**src/rtl/nrzi_tx_ctrl_pkg.sv**
```systemverilog
// nrzi_tx_ctrl_pkg
//   Shared definitions for the NRZI transmit controller: FSM state
//   encoding, the SYNC pattern and the default parameter values.
//   No ports (package).
package nrzi_tx_ctrl_pkg;

    typedef enum logic [2:0] {
        ST_IDLE,
        ST_SYNC,
        ST_DATA,
        ST_STUFF,
        ST_EOP,
        ST_TAIL
    } state_t;

    // Sent LSB first: seven 0s then a 1.
    localparam logic [7:0] SYNC_PATTERN = 8'h80;

    localparam int DEFAULT_STUFF_LIMIT = 6;
    localparam int DEFAULT_EOP_LOW     = 2;

endpackage

```
**src/rtl/nrzi_tx_ctrl_if.sv**
```systemverilog
// nrzi_tx_ctrl_if
//   Payload-side bundle of the NRZI transmit controller.
//   start       packet request (producer -> controller)
//   data_in     payload byte, LSB first (producer -> controller)
//   data_valid  data_in/data_last valid (producer -> controller)
//   data_last   current byte is the final one (producer -> controller)
//   data_ready  byte taken when data_valid && data_ready (controller -> producer)
//   busy        controller not idle (controller -> producer)
//   done        one-cycle pulse after a good packet (controller -> producer)
//   err         one-cycle pulse after an underrun abort (controller -> producer)
interface nrzi_tx_ctrl_if;

    logic       start;
    logic [7:0] data_in;
    logic       data_valid;
    logic       data_last;
    logic       data_ready;
    logic       busy;
    logic       done;
    logic       err;

    modport master (
        output start, data_in, data_valid, data_last,
        input  data_ready, busy, done, err
    );

    modport slave (
        input  start, data_in, data_valid, data_last,
        output data_ready, busy, done, err
    );

endinterface

```
**src/rtl/nrzi_bit_enc.sv**
```systemverilog
// nrzi_bit_enc
//   Registered NRZI line level. A 0 on bit_in toggles the line, a 1 holds
//   it; force_low overrides NRZI and drives the line to 0.
//   clock      rising-edge clock
//   reset      asynchronous, active-high; level returns to 1 (idle)
//   bit_in     encoder input bit for this cycle
//   enable     bit_in is meaningful this cycle
//   force_low  drive the line low regardless of bit_in
//   level      line level
module nrzi_bit_enc (
    input  logic clock,
    input  logic reset,
    input  logic bit_in,
    input  logic enable,
    input  logic force_low,
    output logic level
);

    // NOTE: flops use non-blocking assignments so every register in the
    // design samples values from before the edge, independent of block order.
    always_ff @(posedge clock or posedge reset) begin
        if (reset) begin
            level <= 1'b1;
        end else if (force_low) begin
            level <= 1'b0;
        end else if (enable && !bit_in) begin
            level <= ~level;
        end
    end

endmodule

```
**src/rtl/nrzi_tx_ctrl.sv**
```systemverilog
// nrzi_tx_ctrl
//   NRZI packet transmitter: SYNC byte, bit-stuffed payload fetched one
//   byte at a time, EOP low period and a one-cycle high tail.
//   clock     rising-edge clock
//   reset     asynchronous, active-high
//   bus       payload handshake and status (slave side of nrzi_tx_ctrl_if)
//   line_out  registered NRZI line level
//   line_oe   line driver enable
module nrzi_tx_ctrl
    import nrzi_tx_ctrl_pkg::*;
#(
    parameter int STUFF_LIMIT = DEFAULT_STUFF_LIMIT,
    parameter int EOP_LOW     = DEFAULT_EOP_LOW
) (
    input  logic           clock,
    input  logic           reset,
    nrzi_tx_ctrl_if.slave  bus,
    output logic           line_out,
    output logic           line_oe
);

    localparam int ONES_W = $clog2(STUFF_LIMIT + 1);
    localparam int EOP_W  = (EOP_LOW > 1) ? $clog2(EOP_LOW) : 1;
    localparam logic [ONES_W-1:0] ONES_MAX = ONES_W'(STUFF_LIMIT);
    localparam logic [EOP_W-1:0]  EOP_LAST = EOP_W'(EOP_LOW - 1);

    state_t            state, next_state;
    logic [2:0]        bit_idx;
    logic [ONES_W-1:0] ones;
    logic [ONES_W-1:0] ones_inc;
    logic [7:0]        hold;
    logic              hold_last;
    logic              pend_load;   // pending STUFF closes a byte (SYNC or DATA bit 7)
    logic              abort;
    logic [EOP_W-1:0]  eop_cnt;
    logic              done_q, err_q, oe_q;

    logic cur_bit, byte_end, stuff_due, req_byte;
    logic enc_bit, enc_en, enc_force_low;
    logic data_ready, xfer, underrun, accept;

    assign ones_inc = ones + ONES_W'(1);

    always_ff @(posedge clock or posedge reset) begin
        if (reset) begin
            state <= ST_IDLE;
        end else begin
            state <= next_state;
        end
    end

    always_comb begin
        // NOTE: every signal driven here gets a default first, so no path
        // through the case leaves one unassigned and infers a latch.
        next_state    = state;
        cur_bit       = 1'b1;
        byte_end      = 1'b0;
        stuff_due     = 1'b0;
        req_byte      = 1'b0;
        enc_bit       = 1'b1;
        enc_en        = 1'b0;
        enc_force_low = 1'b0;
        data_ready    = 1'b0;
        xfer          = 1'b0;
        underrun      = 1'b0;
        accept        = 1'b0;

        case (state)
            ST_IDLE: begin
                if (bus.start) begin
                    accept     = 1'b1;
                    next_state = ST_SYNC;
                end
            end
            ST_SYNC, ST_DATA: begin
                cur_bit   = (state == ST_SYNC) ? SYNC_PATTERN[bit_idx] : hold[bit_idx];
                enc_bit   = cur_bit;
                enc_en    = 1'b1;
                byte_end  = (bit_idx == 3'd7);
                stuff_due = cur_bit && (ones_inc == ONES_MAX);
                if (stuff_due) begin
                    next_state = ST_STUFF;
                end else if (byte_end) begin
                    // hold_last is cleared on start, so SYNC always asks for a byte.
                    if (hold_last) next_state = ST_EOP;
                    else           req_byte   = 1'b1;
                end
            end
            ST_STUFF: begin
                enc_bit = 1'b0;
                enc_en  = 1'b1;
                if (!pend_load)     next_state = ST_DATA;
                else if (hold_last) next_state = ST_EOP;
                else                req_byte   = 1'b1;
            end
            ST_EOP: begin
                enc_force_low = 1'b1;
                if (eop_cnt == EOP_LAST) next_state = ST_TAIL;
            end
            ST_TAIL: begin
                // EOP leaves the line at 0, so a toggle brings it back to idle high.
                enc_bit    = 1'b0;
                enc_en     = 1'b1;
                next_state = ST_IDLE;
            end
            default: next_state = ST_IDLE;
        endcase

        if (req_byte) begin
            data_ready = 1'b1;
            if (bus.data_valid) begin
                xfer       = 1'b1;
                next_state = ST_DATA;
            end else begin
                underrun   = 1'b1;
                next_state = ST_EOP;
            end
        end
    end

    always_ff @(posedge clock or posedge reset) begin
        if (reset) begin
            bit_idx   <= '0;
            ones      <= '0;
            // NOTE: the hold byte is reset together with the control state so
            // no stale byte or last flag survives a reset.
            hold      <= '0;
            hold_last <= 1'b0;
            pend_load <= 1'b0;
            abort     <= 1'b0;
            eop_cnt   <= '0;
            done_q    <= 1'b0;
            err_q     <= 1'b0;
            oe_q      <= 1'b0;
        end else begin
            oe_q    <= (next_state != ST_IDLE);
            done_q  <= (state == ST_TAIL) && !abort;
            err_q   <= underrun;
            eop_cnt <= (state == ST_EOP) ? eop_cnt + EOP_W'(1) : '0;

            if (state == ST_SYNC || state == ST_DATA) begin
                bit_idx   <= bit_idx + 3'd1;   // wraps to 0 after bit 7
                ones      <= cur_bit ? ones_inc : '0;
                pend_load <= byte_end;
            end else begin
                ones <= '0;
                // A stuffed bit does not consume a data bit.
                if (state != ST_STUFF) bit_idx <= '0;
            end

            if (accept) begin
                hold_last <= 1'b0;
                abort     <= 1'b0;
            end
            if (xfer) begin
                hold      <= bus.data_in;
                hold_last <= bus.data_last;
            end
            if (underrun) begin
                abort <= 1'b1;
            end
        end
    end

    assign bus.data_ready = data_ready;
    assign bus.busy       = (state != ST_IDLE);
    assign bus.done       = done_q;
    assign bus.err        = err_q;
    assign line_oe        = oe_q;

    nrzi_bit_enc u_enc (
        .clock     (clock),
        .reset     (reset),
        .bit_in    (enc_bit),
        .enable    (enc_en),
        .force_low (enc_force_low),
        .level     (line_out)
    );

endmodule

```
**src/flat_wrapper.sv**
```systemverilog
// flat-port wrapper written by rule: the top's interface ports become plain ports
module nrzi_tx_ctrl_flat import nrzi_tx_ctrl_pkg::*;
#(
    parameter int STUFF_LIMIT = DEFAULT_STUFF_LIMIT,
    parameter int EOP_LOW     = DEFAULT_EOP_LOW
)
  (clock, reset, line_out, line_oe, bus_start, bus_data_in, bus_data_valid, bus_data_last, bus_data_ready, bus_busy, bus_done, bus_err);
  nrzi_tx_ctrl_if bus_i ();
  input  logic clock;
  input  logic reset;
  output logic line_out;
  output logic line_oe;
  input wire logic [$bits(bus_i.start)-1:0] bus_start;
  input wire logic [$bits(bus_i.data_in)-1:0] bus_data_in;
  input wire logic [$bits(bus_i.data_valid)-1:0] bus_data_valid;
  input wire logic [$bits(bus_i.data_last)-1:0] bus_data_last;
  output wire logic [$bits(bus_i.data_ready)-1:0] bus_data_ready;
  output wire logic [$bits(bus_i.busy)-1:0] bus_busy;
  output wire logic [$bits(bus_i.done)-1:0] bus_done;
  output wire logic [$bits(bus_i.err)-1:0] bus_err;
  assign bus_i.start = bus_start;
  assign bus_i.data_in = bus_data_in;
  assign bus_i.data_valid = bus_data_valid;
  assign bus_i.data_last = bus_data_last;
  assign bus_data_ready = bus_i.data_ready;
  assign bus_busy = bus_i.busy;
  assign bus_done = bus_i.done;
  assign bus_err = bus_i.err;
  nrzi_tx_ctrl #(.STUFF_LIMIT(STUFF_LIMIT), .EOP_LOW(EOP_LOW)) u_core (.clock(clock), .reset(reset), .bus(bus_i), .line_out(line_out), .line_oe(line_oe));
endmodule
```
**config.mk**
```make
export PLATFORM = sky130hd
export DESIGN_NAME = nrzi_tx_ctrl_flat
export DESIGN_NICKNAME = d
export VERILOG_FILES = /design/src/rtl/nrzi_tx_ctrl_pkg.sv /design/src/rtl/nrzi_tx_ctrl_if.sv /design/src/rtl/nrzi_bit_enc.sv /design/src/rtl/nrzi_tx_ctrl.sv /design/src/flat_wrapper.sv
export SDC_FILE = /design/constraint.sdc
export NUM_CORES = 1
export LEC_CHECK = 0
export CAP_MARGIN = 20
export CORE_UTILIZATION = 53
export DETAILED_ROUTE_END_ITERATION = 12
export PLACE_DENSITY = 0.78
export SYNTH_ARGS = -nofsm -noshare
export SYNTH_HDL_FRONTEND = slang
export SYNTH_SLANG_ARGS = --single-unit
export TNS_END_PERCENT = 20
```
**constraint.sdc**
```tcl
create_clock -name clock -period 2.9 [get_ports clock]
set_input_delay 0.58 -clock clock [delete_from_list [all_inputs] [get_ports clock]]
set_output_delay 0.58 -clock clock [all_outputs]
set_load 0.01 [all_outputs]
```
[Word-level counts from Yosys, hierarchy flattened]
Memory sizes are Yosys's and may differ from the RTL's.
Index checks and enable logic that the tools add are counted.
Storage, ports and cells
  bits in registers: 25
  latch bits: 0
  bits in writable memories: 0
  memory bits (read-only): 8
  input port bits: 13
  output and inout bits: 6
  logic and storage cells: 82
  memories: 1
Operators by class
  add/sub/neg operators: 3
  multipliers: 0
  divide/modulo/power cells: 0
  magnitude comparators: 1
  equal/unequal tests: 8
  shifts and indexed selects: 0
  mux-type cells: 40
  bitwise logic cells: 1
  reduce and logical (&&, ||, !) cells: 16
Memory list
  (no name shown): depth 8, bits a word 1, read ports 1, clocked after memory_dff 0, wr ports 0, RTL line nrzi_tx_ctrl.sv:76  | cur_bit = (state == ST_SYNC) ? SYNC_PATTERN[bit_idx] : hold[bit_idx];
Operator list (count)
  2-to-1 mux 3 bit: 12
  2-to-1 mux 1 bit: 24
  == test 3 bit (second input constant): 4
  case mux 3 bit (4 select lines): 1
  nonzero test 2 bit: 4
  adder 3 x 1 -> 3 bit (second input constant): 2
  == test 3 x 2 -> 1 bit (second input constant): 2
  nonzero test 3 bit: 2
  less-than comparator 3 x 4 -> 1 bit (second input constant): 1
  case mux 1 bit (2 select lines): 2
  OR reduction 2 bit: 2
  OR reduction 4 bit: 1
  binary-select mux 1 bit (select 3 bit): 1
  == test 3 x 1 -> 1 bit (second input constant): 1
  logical AND 1 bit: 3
  zero test 3 bit: 1
  inequality test 3 x 2 -> 1 bit (second input constant): 1
  zero test 1 bit: 2
  adder 1 bit (second input constant): 1
  logical OR 1 bit: 1
  NOT 1 bit: 1

[Logic depth before layout (Yosys ltp)]
  depth after elaboration: 8
  gate-level depth with buffers: 8
  gate-level depth less buffers: 7

[By module]
Synthesis repeated with hierarchy kept, for this count alone.
Unflattened totals
  cells, all modules: 122
  area, all modules: 1331.3 µm²
By module, submodules not included
  nrzi_tx_ctrl: instances 1, cells each 116, area each 1272.5 µm², seq. area each 600.6 µm²
  nrzi_bit_enc: instances 1, cells each 6, area each 58.8 µm², seq. area each 26.3 µm²

[Worst setup path before layout]
Ideal clock, no wire load.
  path kind: register -> output
  start point: register u_core.bit_idx[0]
  end point: output bus_data_ready
  data arrival time: 1.533 ns
  required time: 2.320 ns
  setup slack: 0.787 ns
  cell stages (with the launch flop): 5
  path buffers: 0
  path through: dfrtp_1 -> mux4_1 -> mux2i_4 -> nand4b_4 -> nand2_1
Between the ends
  longest elaborated chain between the ends: 7
  elaborated cells on any way between the ends: 11
  those cells by class: eq/ne: 1; mux: 8; reduce/logical: 1; memory: 1
RTL lines
  start, declared: RTL line nrzi_tx_ctrl.sv:28  | logic [2:0] bit_idx;
  start signal, assigned: RTL line nrzi_tx_ctrl.sv:142  | bit_idx <= bit_idx + 3'd1;
  memory (8 x 1 bit) / binary-select mux 1 bit (select 3 bit) (equally long branches)
  2-to-1 mux 1 bit (not written as such): RTL line nrzi_tx_ctrl.sv:76
  2-to-1 mux 1 bit: RTL line nrzi_tx_ctrl.sv:76
  logical AND 1 bit: RTL line nrzi_tx_ctrl.sv:80  | stuff_due = cur_bit && (ones_inc == ONES_MAX);
  2-to-1 mux 1 bit (*): RTL line nrzi_tx_ctrl.sv:81  | if (stuff_due) begin
  case mux 1 bit (2 select lines) (*): RTL line nrzi_tx_ctrl.sv:68  | case (state)
  2-to-1 mux 1 bit (*): RTL line nrzi_tx_ctrl.sv:109  | if (req_byte) begin
  end, declared: RTL line flat_wrapper.sv:17  | output wire logic [$bits(bus_i.data_ready)-1:0] bus_data_ready;
Mark *: on every way between the ends. The rest lies on a longest branch, timed or not. The select of a mux whose other input is x is not followed.

[Final worst setup path]
Same ends and word-level chain as after synthesis.

==> flow_summary.ini <==
[power_and_ir_drop]
p_int_uw = 887
leakage_uw = 0.000802
p_per_area_nw_per_um2 = 880
power_frac_comb_pct = 46.9
p_sw_uw = 535
clock_power_share_pct = 11.9
seq_power_share_pct = 41.3
switching_share_pct = 37.6
ir_drop_mv = 0.567

[clock_tree]
cts-root-buf = clkbuf_4
cts-hold-fix-buffers = 0
numClockSinks = 25
numCtsBuffers = 3
htreeDepth = 1
clockBufferDepth = 2
worst_skew_pair.late_latency_ns = 0.33
cts.clk_slew.worst_paths_ns = 0.15
cts_tree = done

[floorplan]
start_util_pct = 58.7
core-area_um2 = 2300
die_x_um = 52.4
die_area_um2 = 2750
die_h_um = 52.4
rows = 17
ioPinCount = 19

[finish]
area_delta_synth_final_pct = 19.8
design_area_um2 = 1620
nets = 161
fin_cells = 171
final_common_cell = dfrtp_1
num_antenna_cells = 0
layout-drive-gt1-share_pct = 18.2
utilization_pct = 70.3
final_cell_mix = dfrtp_1, clkdlybuf4s50_1, nand2_1

[grt]
antenna_found_initial = 0
grt_pass1_vias = 935
grt_use_total_pct = 21.7
grt_max_degree = 26
grt_pass1_wl_um = 4230
grt_overflow = 0

[synth]
yosysWarnings = 0
synth_cells = 120
synth.top_cell.area_share_pct = 44.5
synth-seq-cells = 25
syn_area_um2 = 1350
synthTopCellsByArea = dfrtp_1, mux2_4, nand2_1, mux4_1, ha_1
postSynthAreaPerCell_um2 = 11.2
ys_seq_area_share_pct = 46.5
synth_nets = 137
yosys.area.top_type = dfrtp_1
yosys.cell_types.count = 38

[sta]
finalHoldViolations = 0
fin_crit_ns = 2.81
clock_skew_ns = 0.00794
post-route-worst-setup-slack_ns = 0.0892
relSlewSlack_pct = 67.0
finalSetupViolations = 0
max_freq_mhz = 356
worstMarginPinSlew_ns = 0.495
slew_violations = 0
fin_tns_setup_ns = 0
rsz0062_at_grt = no
fin_crit_sh_pct = 96.9

[placed_design]
postPlaceCellArea_um2 = 1570
dp_hpwl_um = 1850
dp_slack_ns = 0.154
io_buffers = 18
gp_congestion = 0.886
dp.cells = 165

[detailed_routing]
totalWireLength_um = 2650
drt_iter0_drc = 37
dr.pass1.iters = 4
drc_errors = 0
antenna_left = 0
num_vias = 1033
wire_per_inst_um = 15.5
routed_via_density = 6.04

[outcome]
status = complete, no violations

[setup_path]
critPathRequiredTime_ns = 2.32
crit_path_start_kind = flip-flop
crit_fanout = 5
crit_path_end_kind = output pin
criticalPathCategory = reg -> out
cp.arrival_ns = 2.23

[flow_run]
drv_cap = 0

[worst_hold_path]
hold_class = reg -> reg
[Yosys cell counts]
| library cell | count |
|---|---|
| and3_1 | 1 |
| or3b_2 | 1 |
| a211o_1 | 1 |
| a21o_1 | 1 |
| a31oi_1 | 1 |
| mux2i_1 | 1 |
| inv_1 | 7 |
| nor3_1 | 3 |
| buf_6 | 1 |
| a311oi_1 | 1 |
| and3b_1 | 1 |
| nand3_1 | 3 |
| nand4b_4 | 1 |
| nor2_1 | 8 |
| o21a_1 | 1 |
| ha_1 | 4 |
| nor2b_1 | 1 |
| a22o_1 | 2 |
| a41oi_1 | 1 |
| nand4_1 | 1 |
| mux2_4 | 8 |
| o21ai_0 | 3 |
| xor2_1 | 3 |
| mux2_2 | 2 |
| clkbuf_1 | 4 |
| mux2i_4 | 1 |
| a2111o_1 | 1 |
| a21oi_1 | 6 |
| nand2b_1 | 2 |
| mux4_1 | 2 |
| a32o_1 | 1 |
| xnor2_1 | 2 |
| dfrtp_1 | 24 |
| nand2_1 | 16 |
| nand4b_1 | 1 |
| dfstp_2 | 1 |
| a22oi_1 | 1 |
| o211ai_1 | 1 |
[cell type report]
type / instances / area (µm²)
fillers: 178 / 682
multi-input cells: 83 / 672
flip-flops and latches: 25 / 628
repair buffers: 24 / 224
well taps: 28 / 35.0
inverters: 7 / 26.3
clock buffers: 3 / 22.5
clock inverters: 1 / 7.51
[worst paths after layout]
kind / from / endpoint / slack [ns] / depth (start not counted)
worst max-delay path: u_core.bit_idx[0] / bus_data_ready / 0.09 / 6
worst min-delay path: u_core.eop_cnt / u_core.eop_cnt / 0.45 / 1
worst max register to register: u_core.bit_idx[0] / u_core.hold[6] / 0.52 / 6
worst min register to register: u_core.eop_cnt / u_core.eop_cnt / 0.45 / 1
max in group asynchronous: reset / u_core.u_enc.level / 2.04 / 3
min in group asynchronous: reset / u_core.eop_cnt / 0.57 / 3
[worst max-delay path: stages, from the launching register on]
cell and delay [ns]:
dfrtp_2 0.46, ha_1 0.21, ha_1 0.18, nor2b_1 0.14, a41oi_1 0.43, nand2_2 0.16
dlygate4sd2_1 0.31
[metal layers]
metal | global-route usage [%] | vias up | routed length [µm]
met2 | 32.9 | 65 | 1190
met4 | 10.5 | 0 | 76
li1 | - | 470 | -
met5 | 0 | - | 0
met1 | 30.2 | 489 | 1190
met3 | 2.90 | 9 | 191
[state kept, by name (all words and copies together) (netlist names)]
signal              flops
u_core.u_enc.level      1
u_core.hold             8
u_core.bus.done         1
u_core.line_oe          1
u_core.eop_cnt          1
u_core.bit_idx          3
u_core.bus.err          1
u_core.abort            1
u_core.hold_last        1
u_core.state            3
u_core.pend_load        1
u_core.ones             3
[per-stage QoR]
stage          hold slack, ns  power, µW
5_1_grt                 0.445       1500
6_report                0.448       1420
3_5_place_dp            0.421       1210
2_1_floorplan           0.397       1030
3_3_place_gp            0.407       1180
4_1_cts                 0.438       1410
[repair_timing]
| item | CTS | global route |
|---|---|---|
| resized for setup | 3 | 0 |
| setup buffers | 2 | 0 |
| setup endpoints to repair | 1 | 0 |
| hold endpoints to repair | 0 | 0 |
[kinds of logic (layout without fill, tap and decap cells)]
| kind of cell | count (synthesis) | after routing | share of synthesized area [%] |
|---|---|---|---|
| AO/OA/AOI/OAI | 21 | 21 | 10.9 |
| XOR/XNOR | 5 | 5 | 3.25 |
| adder cells (fa/ha/maj) | 4 | 4 | 3.71 |
| buffers and inverters | 12 | 35 | 3.90 |
| flip-flops | 25 | 25 | 46.5 |
| multiplexers | 14 | 14 | 16.9 |
| AND/OR/NAND/NOR | 39 | 39 | 14.9 |
[power groups by stage]
stage,sequential (µW),combinational [µW],clock (µW)
finish,587,666,168
global route,596,720,179
CTS,582,662,166
detailed placement,588,621,0
global placement,584,599,0
floorplan,544,481,0
Power figures use the tool's default switching activity.
